$ cat src/rtl/dcmac_0_pkg.sv
// Shared types for the dcmac_0 statistics read path.
// Latency: n/a (types only).
// Backpressure: n/a (types only).
// Contents: FSM state encoding of the stats controller and the response record.
package dcmac_0_pkg;

    // Wide enough for any practical channel count; users slice to their ID width.
    localparam int RSP_ID_W = 8;

    typedef enum logic [1:0] {
        ST_IDLE   = 2'd0,
        ST_CLEAR  = 2'd1,
        ST_SETTLE = 2'd2,
        ST_RSP    = 2'd3
    } stats_state_e;

    typedef struct packed {
        logic [RSP_ID_W-1:0] id;
        logic [63:0]         pkt;
        logic [63:0]         byte_cnt;
    } stats_rsp_t;

endpackage

$ cat src/rtl/dcmac_0_stats_ext_bank.sv
// Per-ID 32-bit upper-word extension of the hardware packet/byte counters.
// Latency: a carry is reflected in the extension one cycle later.
// Backpressure: none; carries are never dropped, a clear of the same ID wins.
// Ports: clk/rst; carry_id_i, pkt_carry_i, byte_carry_i (carry strobe and owner);
//        clr_en_i/clr_id_i (zero one ID); ext_pkt_o/ext_byte_o (all extension words).
module dcmac_0_stats_ext_bank #(
    parameter  int NUM_ID = 6,
    localparam int ID_W   = (NUM_ID == 1) ? 1 : $clog2(NUM_ID)
) (
    input  logic                     clk,
    input  logic                     rst,
    input  logic [ID_W-1:0]          carry_id_i,
    input  logic                     pkt_carry_i,
    input  logic                     byte_carry_i,
    input  logic                     clr_en_i,
    input  logic [ID_W-1:0]          clr_id_i,
    output logic [NUM_ID-1:0][31:0]  ext_pkt_o,
    output logic [NUM_ID-1:0][31:0]  ext_byte_o
);

    logic [NUM_ID-1:0][31:0] ext_pkt_q,  ext_pkt_d;
    logic [NUM_ID-1:0][31:0] ext_byte_q, ext_byte_d;

    always_comb begin
        ext_pkt_d  = ext_pkt_q;
        ext_byte_d = ext_byte_q;
        for (int i = 0; i < NUM_ID; i++) begin
            // The clearing ID's carry is folded into the hold value by the
            // controller, so zeroing here must not also count it.
            if (clr_en_i && (clr_id_i == ID_W'(i))) begin
                ext_pkt_d[i]  = '0;
                ext_byte_d[i] = '0;
            end else if (carry_id_i == ID_W'(i)) begin
                ext_pkt_d[i]  = ext_pkt_q[i]  + {31'b0, pkt_carry_i};
                ext_byte_d[i] = ext_byte_q[i] + {31'b0, byte_carry_i};
            end
        end
    end

    always_ff @(posedge clk or posedge rst) begin
        if (rst) begin
            ext_pkt_q  <= '0;
            ext_byte_q <= '0;
        end else begin
            ext_pkt_q  <= ext_pkt_d;
            ext_byte_q <= ext_byte_d;
        end
    end

    assign ext_pkt_o  = ext_pkt_q;
    assign ext_byte_o = ext_byte_q;

endmodule

$ cat src/rtl/dcmac_0_axis_stats_ctrl.sv
// Clear-on-read controller returning 64-bit packet/byte counts per ID.
// Latency: SETTLE_CYC+2 cycles from request to response with i_rsp_ready high.
// Backpressure: one read in flight; o_req_ready low until the response is taken.
// Ports: clk/rst; i_req_valid/o_req_ready/i_req_id (read request);
//        o_clear_counters (per-ID clear level); i_pkt_cnt/i_byte_cnt (low-word snapshots);
//        i_carry_id_m1/i_pkt_cnt_carry/i_byte_cnt_carry (overflow strobes);
//        o_rsp_valid/i_rsp_ready/o_rsp_id/o_rsp_pkt/o_rsp_byte (response).
module dcmac_0_axis_stats_ctrl
    import dcmac_0_pkg::*;
#(
    parameter  int NUM_ID     = 6,
    parameter  int SETTLE_CYC = 16,
    localparam int ID_W       = (NUM_ID == 1) ? 1 : $clog2(NUM_ID)
) (
    input  logic                    clk,
    input  logic                    rst,
    input  logic                    i_req_valid,
    output logic                    o_req_ready,
    input  logic [ID_W-1:0]         i_req_id,
    output logic [NUM_ID-1:0]       o_clear_counters,
    input  logic [NUM_ID-1:0][31:0] i_pkt_cnt,
    input  logic [NUM_ID-1:0][31:0] i_byte_cnt,
    input  logic [ID_W-1:0]         i_carry_id_m1,
    input  logic                    i_pkt_cnt_carry,
    input  logic                    i_byte_cnt_carry,
    output logic                    o_rsp_valid,
    input  logic                    i_rsp_ready,
    output logic [ID_W-1:0]         o_rsp_id,
    output logic [63:0]             o_rsp_pkt,
    output logic [63:0]             o_rsp_byte
);

    localparam int CNT_W = $clog2(SETTLE_CYC + 1);
    localparam logic [ID_W:0] NUM_ID_V = (ID_W + 1)'(NUM_ID);

    stats_state_e             state_q, state_d;
    logic [ID_W-1:0]          id_q, id_d;
    logic                     id_ok_q, id_ok_d;
    logic [CNT_W-1:0]         cnt_q, cnt_d;
    logic [31:0]              hold_pkt_q, hold_pkt_d;
    logic [31:0]              hold_byte_q, hold_byte_d;
    logic [NUM_ID-1:0]        clr_q, clr_d;
    stats_rsp_t               rsp_q, rsp_d;
    logic                     rsp_vld_q, rsp_vld_d;

    logic                     ext_clr;
    logic                     req_in_range;
    logic                     carry_hit;
    logic [NUM_ID-1:0][31:0]  ext_pkt;
    logic [NUM_ID-1:0][31:0]  ext_byte;
    logic                     unused_rsp_id;

    dcmac_0_stats_ext_bank #(
        .NUM_ID (NUM_ID)
    ) u_ext_bank (
        .clk          (clk),
        .rst          (rst),
        .carry_id_i   (i_carry_id_m1),
        .pkt_carry_i  (i_pkt_cnt_carry),
        .byte_carry_i (i_byte_cnt_carry),
        .clr_en_i     (ext_clr),
        .clr_id_i     (id_q),
        .ext_pkt_o    (ext_pkt),
        .ext_byte_o   (ext_byte)
    );

    assign req_in_range = ({1'b0, i_req_id} < NUM_ID_V);
    assign carry_hit    = (i_carry_id_m1 == id_q);

    always_comb begin
        state_d     = state_q;
        id_d        = id_q;
        id_ok_d     = id_ok_q;
        cnt_d       = cnt_q;
        hold_pkt_d  = hold_pkt_q;
        hold_byte_d = hold_byte_q;
        clr_d       = clr_q;
        rsp_d       = rsp_q;
        rsp_vld_d   = rsp_vld_q;
        ext_clr     = 1'b0;

        unique case (state_q)
            ST_IDLE: begin
                clr_d = '0;
                if (i_req_valid) begin
                    state_d = ST_CLEAR;
                    id_d    = i_req_id;
                    id_ok_d = req_in_range;
                    // Out-of-range IDs never touch the counters.
                    if (req_in_range) begin
                        clr_d[i_req_id] = 1'b1;
                    end
                end
            end
            ST_CLEAR: begin
                state_d = ST_SETTLE;
                cnt_d   = '0;
                if (id_ok_q) begin
                    // Close the epoch: a carry landing this cycle belongs to it.
                    ext_clr     = 1'b1;
                    hold_pkt_d  = ext_pkt[id_q]  + {31'b0, i_pkt_cnt_carry  & carry_hit};
                    hold_byte_d = ext_byte[id_q] + {31'b0, i_byte_cnt_carry & carry_hit};
                end else begin
                    hold_pkt_d  = '0;
                    hold_byte_d = '0;
                end
            end
            ST_SETTLE: begin
                if (cnt_q == CNT_W'(SETTLE_CYC - 1)) begin
                    state_d      = ST_RSP;
                    clr_d        = '0;
                    rsp_vld_d    = 1'b1;
                    rsp_d.id     = RSP_ID_W'(id_q);
                    rsp_d.pkt      = id_ok_q ? {hold_pkt_q,  i_pkt_cnt[id_q]}  : 64'd0;
                    rsp_d.byte_cnt = id_ok_q ? {hold_byte_q, i_byte_cnt[id_q]} : 64'd0;
                end else begin
                    cnt_d = cnt_q + CNT_W'(1);
                end
            end
            ST_RSP: begin
                if (i_rsp_ready) begin
                    rsp_vld_d = 1'b0;
                    state_d   = ST_IDLE;
                end
            end
            default: begin
                state_d = ST_IDLE;
            end
        endcase
    end

    always_ff @(posedge clk or posedge rst) begin
        if (rst) begin
            state_q     <= ST_IDLE;
            id_q        <= '0;
            id_ok_q     <= 1'b0;
            cnt_q       <= '0;
            hold_pkt_q  <= '0;
            hold_byte_q <= '0;
            clr_q       <= '0;
            rsp_q       <= '0;
            rsp_vld_q   <= 1'b0;
        end else begin
            state_q     <= state_d;
            id_q        <= id_d;
            id_ok_q     <= id_ok_d;
            cnt_q       <= cnt_d;
            hold_pkt_q  <= hold_pkt_d;
            hold_byte_q <= hold_byte_d;
            clr_q       <= clr_d;
            rsp_q       <= rsp_d;
            rsp_vld_q   <= rsp_vld_d;
        end
    end

    assign o_req_ready      = (state_q == ST_IDLE);
    assign o_clear_counters = clr_q;
    assign o_rsp_valid      = rsp_vld_q;
    assign o_rsp_id         = rsp_q.id[ID_W-1:0];
    assign o_rsp_pkt        = rsp_q.pkt;
    assign o_rsp_byte       = rsp_q.byte_cnt;
    assign unused_rsp_id    = ^rsp_q.id;

endmodule

$ cat config.mk
export PLATFORM = sky130hd
export DESIGN_NAME = dcmac_0_axis_stats_ctrl
export DESIGN_NICKNAME = d
export VERILOG_FILES = /design/src/rtl/dcmac_0_pkg.sv /design/src/rtl/dcmac_0_stats_ext_bank.sv /design/src/rtl/dcmac_0_axis_stats_ctrl.sv
export SDC_FILE = /design/constraint.sdc
export NUM_CORES = 2
export LEC_CHECK = 0
export ABC_AREA = 1
export CORE_UTILIZATION = 55
export CTS_BUF_LIST = sky130_fd_sc_hd__clkbuf_16
export DETAILED_ROUTE_END_ITERATION = 6
export DONT_BUFFER_PORTS = 1
export GPL_TIMING_DRIVEN = 0
export PLACE_DENSITY = 0.73
export SLEW_MARGIN = 20
export SYNTH_ARGS = -nofsm -noshare
export SYNTH_HDL_FRONTEND = slang
export SYNTH_SLANG_ARGS = --single-unit
$ cat constraint.sdc
create_clock -name clk -period 62.8 [get_ports clk]
set_clock_uncertainty 0.1 [all_clocks]
set_input_delay 12.56 -clock clk [delete_from_list [all_inputs] [get_ports clk]]
set_output_delay 12.56 -clock clk [all_outputs]
set_load 0.005 [all_outputs]
# == After elaboration in Yosys (flattened, before gate mapping) ==
# Cells that the tools add are included.
# word_totals
regBits,597
inputBits,396
word_cells,141
# op_classes
n_addsub,15
n_lt_le_gt_ge,4
n_eq_ne,19
mux,53
n_bitwise,2
reduce_logical,25
# op_table
op,count
$mux W32,30
$add A32 B1 Y32,14
$bmux W32 S3,4
$mux W64,2
$mux W6,3
$reduce_bool A2 Y1,9
$eq A3 B2 Y1 const B,4
$eq A3 B3 Y1 const B,4
$pmux W6 S2,1
$pmux W5 S2,1
$lt A3 B4 Y1 const B,2
$ne A2 B2 Y1 const B,4
$pmux W2 S4,1
$reduce_and A2 Y1,4
$logic_and A1 B1 Y1,7
$eq A3 B1 Y1 const B,2
$logic_not A3 Y1,2
$mux W2,3
$reduce_and A3 Y1,2
$add A5 B1 Y5 const B,1
$eq A5 B4 Y1 const B,1
$mux W1,5
$mux W5,1
$eq A2 B2 Y1 const B,2
8 further kinds,9

# == Longest topological paths before layout ==
# logic_depth
ltp_word,7
depth_mapped,18
depth_no_buf,15

# == Modules after synthesis ==
# A second synthesis with hierarchy kept.
# hier_totals
cells_unflattened,6173
area_unflattened_um2,39798.2
# modules_own_cells
module,n_inst,cells_per_inst,area_per_inst_um2,seq_area_each_um2
dcmac_0_stats_ext_bank,1,3389,22572.9,9609.2
dcmac_0_axis_stats_ctrl,1,2784,17225.3,5330.1

# == Worst setup path after synthesis ==
# Ideal clock, no wire load.
# synth_path
path_type,in2reg
from,input i_byte_cnt_carry
to,"register u_ext_bank.ext_byte_q, in the netlist u_ext_bank.ext_byte_o[90]"
setup_ns,0.118
t_arrival_ns,14.088
required_time_ns,62.582
setup_slack_ns,48.494
stages,13
cell_sequence,ha_1 > ha_1 > nand2_1 > nor2_1 > nand3_1 > nor2_1 > nand3_1 > nor2_1 > nand2_1 > nor3_1 > nand2_1 > nand2_1 > nor2_1
# synth_between
elab_chain_len,3
# synth_rtl
item,line,source
"start, declared",dcmac_0_axis_stats_ctrl.sv:25,"input logic i_byte_cnt_carry,"
$add A32 B1 Y32,dcmac_0_stats_ext_bank.sv:35,"ext_byte_d[i] = ext_byte_q[i] + {31'b0, byte_carry_i};"
$mux W32,dcmac_0_stats_ext_bank.sv:33,end else if (carry_id_i == ID_W'(i)) begin
$mux W32,dcmac_0_stats_ext_bank.sv:30,if (clr_en_i && (clr_id_i == ID_W'(i))) begin
"end signal, assigned",dcmac_0_stats_ext_bank.sv:46,ext_byte_q <= ext_byte_d;
"end, declared",dcmac_0_stats_ext_bank.sv:22,"logic [NUM_ID-1:0][31:0] ext_byte_q, ext_byte_d;"
# No other way between the ends. The select of a mux whose other input is x is not followed.
# A chain may end at the register's enable or synchronous reset.

# == Worst setup path in the final report ==
# layout_path
from,input i_byte_cnt_carry
to,"register u_ext_bank.ext_byte_q, in the netlist u_ext_bank.ext_byte_o[152]"
# Same word-level chain as after synthesis.

==> impl_metrics.json <==
{
  "syn_nets": 6033,
  "port_buffers": 0,
  "clock_latency_ps": 640,
  "critPathMaxFanout": 7,
  "fin_util_pct": 60.8,
  "synthArstFlopShare_pct": 100,
  "hold_path.class": "flop to flop",
  "dp.cells": 6540,
  "fillCellCount": 6431,
  "mostFrequentLayoutCell": "nand2_1",
  "dpl.hpwl_um": 146000,
  "ys_types": 59,
  "start_util_pct": 55.7,
  "worst-setup-path-type": "input port to flop",
  "setup_violations": 0,
  "overflow": 0,
  "hold_path.startpoint": "hold_pkt_q[27]",
  "drive_gt1_share_pct": 4.42,
  "synth-seq-area-share_pct": 39.0,
  "core-area_um2": 68700,
  "routedWlPerCell_um": 28.1,
  "layoutNonFillerInstCount": 6683,
  "avgSynthCellArea_um2": 6.83,
  "status": "complete, but fails checks",
  "p_per_area_nw_per_um2": 37.0,
  "hold_viol": 0,
  "wl_um": 188000,
  "first_pass_iters": 7,
  "ir_worst_vdd_uv": 28.4,
  "antenna_found_initial": 31,
  "synth_fa_ha_area_share_pct": 1.11,
  "rr_startpoint": "id_q[2]",
  "yosysWarnings": 0,
  "post_cts_buffers": 0,
  "startpoint": "i_byte_cnt_carry",
  "track_usage_pct": 52.3,
  "die_h_um": 266,
  "syn_inst": 5603,
  "rsz0062_at_grt": "no",
  "multiInputGateArea_um2": 20100,
  "end_kind": "flop",
  "h-tree-depth": 3,
  "cp.required_ps": 63260,
  "violations": "design-rule violations",
  "layout_common_cells": "1,760 x nand2_1, 597 x dfrtp_1, 573 x nor2_1, 553 x inv_1, 376 x nand3_1",
  "place_congestion": 1.15,
  "p_leak_nw": 18.8,
  "cts_buffer_depth": 3,
  "final_net_count": 6109,
  "synth_compound_area_share_pct": 15.3,
  "min_period_over_period_pct": 22.7,
  "synthXorXnorAreaFrac_pct": 1.24,
  "maxCapViolCount": 0,
  "postCtsHoldBufs": 0,
  "detail_route.vias_per_cell": 6.50,
  "dominantRegCellSynth": "dfrtp_1",
  "ys_ff_latch": 597,
  "area_growth_pct": 9.13,
  "clkTransAtPathRegs_ps": 60,
  "synth-simple-area-share_pct": 34.9,
  "grt_pass1_vias": 39208,
  "num_vias": 43430,
  "cts_tree": "done",
  "tightest_slew_ps": 1250,
  "cts_made_buffers": 68,
  "layout_min_cycle_time_ps": 14250,
  "synthesis.area_um2": 38300,
  "max_slew_margin_pct": 15.6,
  "ant_nets": 0,
  "fmax_mhz": 70.2,
  "drtIter0Drc": 7200,
  "grt_pass1_wl_um": 267000,
  "synth.mux.area_fraction_pct": 0,
  "drv_slew": 0,
  "drc": 6,
  "cts_resized": 0,
  "grt_start_max_net_pins": 111,
  "synth-edff-count": 0,
  "fp-row-count": 96,
  "tns_ps": 0,
  "die_w_um": 266,
  "critPathLaunchType": "input port",
  "cts-root-buf": "clkbuf_16",
  "ff_latch_area_um2": 14900,
  "dieArea_um2": 70600,
  "cp.arrival_ps": 14710,
  "design.portCount": 535,
  "cts.sinks": 597,
  "synth_top_family_by_area": "simple AND/OR/NAND/NOR gates"
}
==> synthesized netlist by cell type (34+ instances only) <==
library cell / count / area [um2]
a211oi_1: 66 / 495
a21oi_1: 230 / 1150
a22o_1: 100 / 876
a22oi_1: 48 / 360
buf_2: 47 / 235
clkbuf_1: 151 / 567
dfrtp_1: 597 / 14900
ha_1: 34 / 425
inv_1: 535 / 2010
nand2_1: 1760 / 6610
nand3_1: 376 / 1880
nand4_1: 93 / 582
nor2_1: 574 / 2150
nor3_1: 186 / 931
nor4_1: 65 / 407
o21ai_0: 374 / 1870
xor2_1: 41 / 359
==> per-layer routing <==
layer,GRT usage [%],vias up,wire length [um]
li1,-,18740,-
met1,68.2,20343,70300
met2,70.2,3480,72300
met3,23.7,839,30800
met4,31.5,28,14400
met5,3.19,-,218
==> area by class of cell <==
cell class | count | share of cell area, %
Multi-Input combinational cell | 4211 | 48.1
Sequential cell | 597 | 35.8
Inverter | 545 | 4.93
Clock buffer | 70 | 4.19
Buffer | 250 | 2.86
Tap cell | 931 | 2.79
Clock inverter | 51 | 0.827
Timing Repair Buffer | 6 | 0.395
Antenna cell | 22 | 0.132
==> path summary, 6_finish.rpt <==
check	endpoint	slack, ps	cells after the start
max	u_ext_bank.ext_byte_o[152]	48550	12
min	hold_pkt_q[27]	390	2
max reg2reg	hold_pkt_q[31]	58020	15
min reg2reg	hold_pkt_q[27]	390	2
max in group asynchronous	hold_byte_q[1]	49560	3
min in group asynchronous	o_rsp_pkt[25]	11640	1
==> through the flow <==
step	hold WS [ps]	worst slack [ps]	area, um2	total power, mW
final	388	48550	41800	1.55
after global routing	409	48350	41700	1.58
after CTS	381	48650	41700	1.50
after detailed placement	366	48010	39600	1.11
after global placement	366	26790	39400	1.10
after floorplan	350	33430	38300	0.858
==> state kept, by name (all words and copies together) (netlist names) <==
register and count:
state_q 2, o_clear_counters 6, o_rsp_valid 1, o_rsp_pkt 64, o_rsp_id 3, u_ext_bank.ext_pkt_o 192, hold_pkt_q 32, hold_byte_q 32
id_q 3, id_ok_q 1, cnt_q 5, o_rsp_byte 64, u_ext_bank.ext_byte_o 192
==> worst max-delay path, cell delays in order <==
cell,delay [ps]
ha_1,150
ha_1,210
nand3_1,150
nor2_1,270
nand2_1,80
nor2_1,180
nand3_1,110
nor2_1,240
nand4_1,250
o21ai_0,280
nand2_1,90
nor2_1,120
==> power by group <==
group          internal [mW]  switching (mW)  total, mW
Combinational          0.157           0.428      0.585
Sequential             0.464           0.111      0.575
Clock                  0.212           0.175      0.386
Total                  0.832           0.714       1.55
==> kinds of logic after synthesis <==
logic type / after synthesis
XOR/XNOR: 54
flip-flops: 597
buffers and inverters: 795
adder cells (fa/ha/maj): 34
AND/OR/NAND/NOR: 3154
AO/OA/AOI/OAI: 969
No activity file was read; power rests on OpenSTA's default activity.
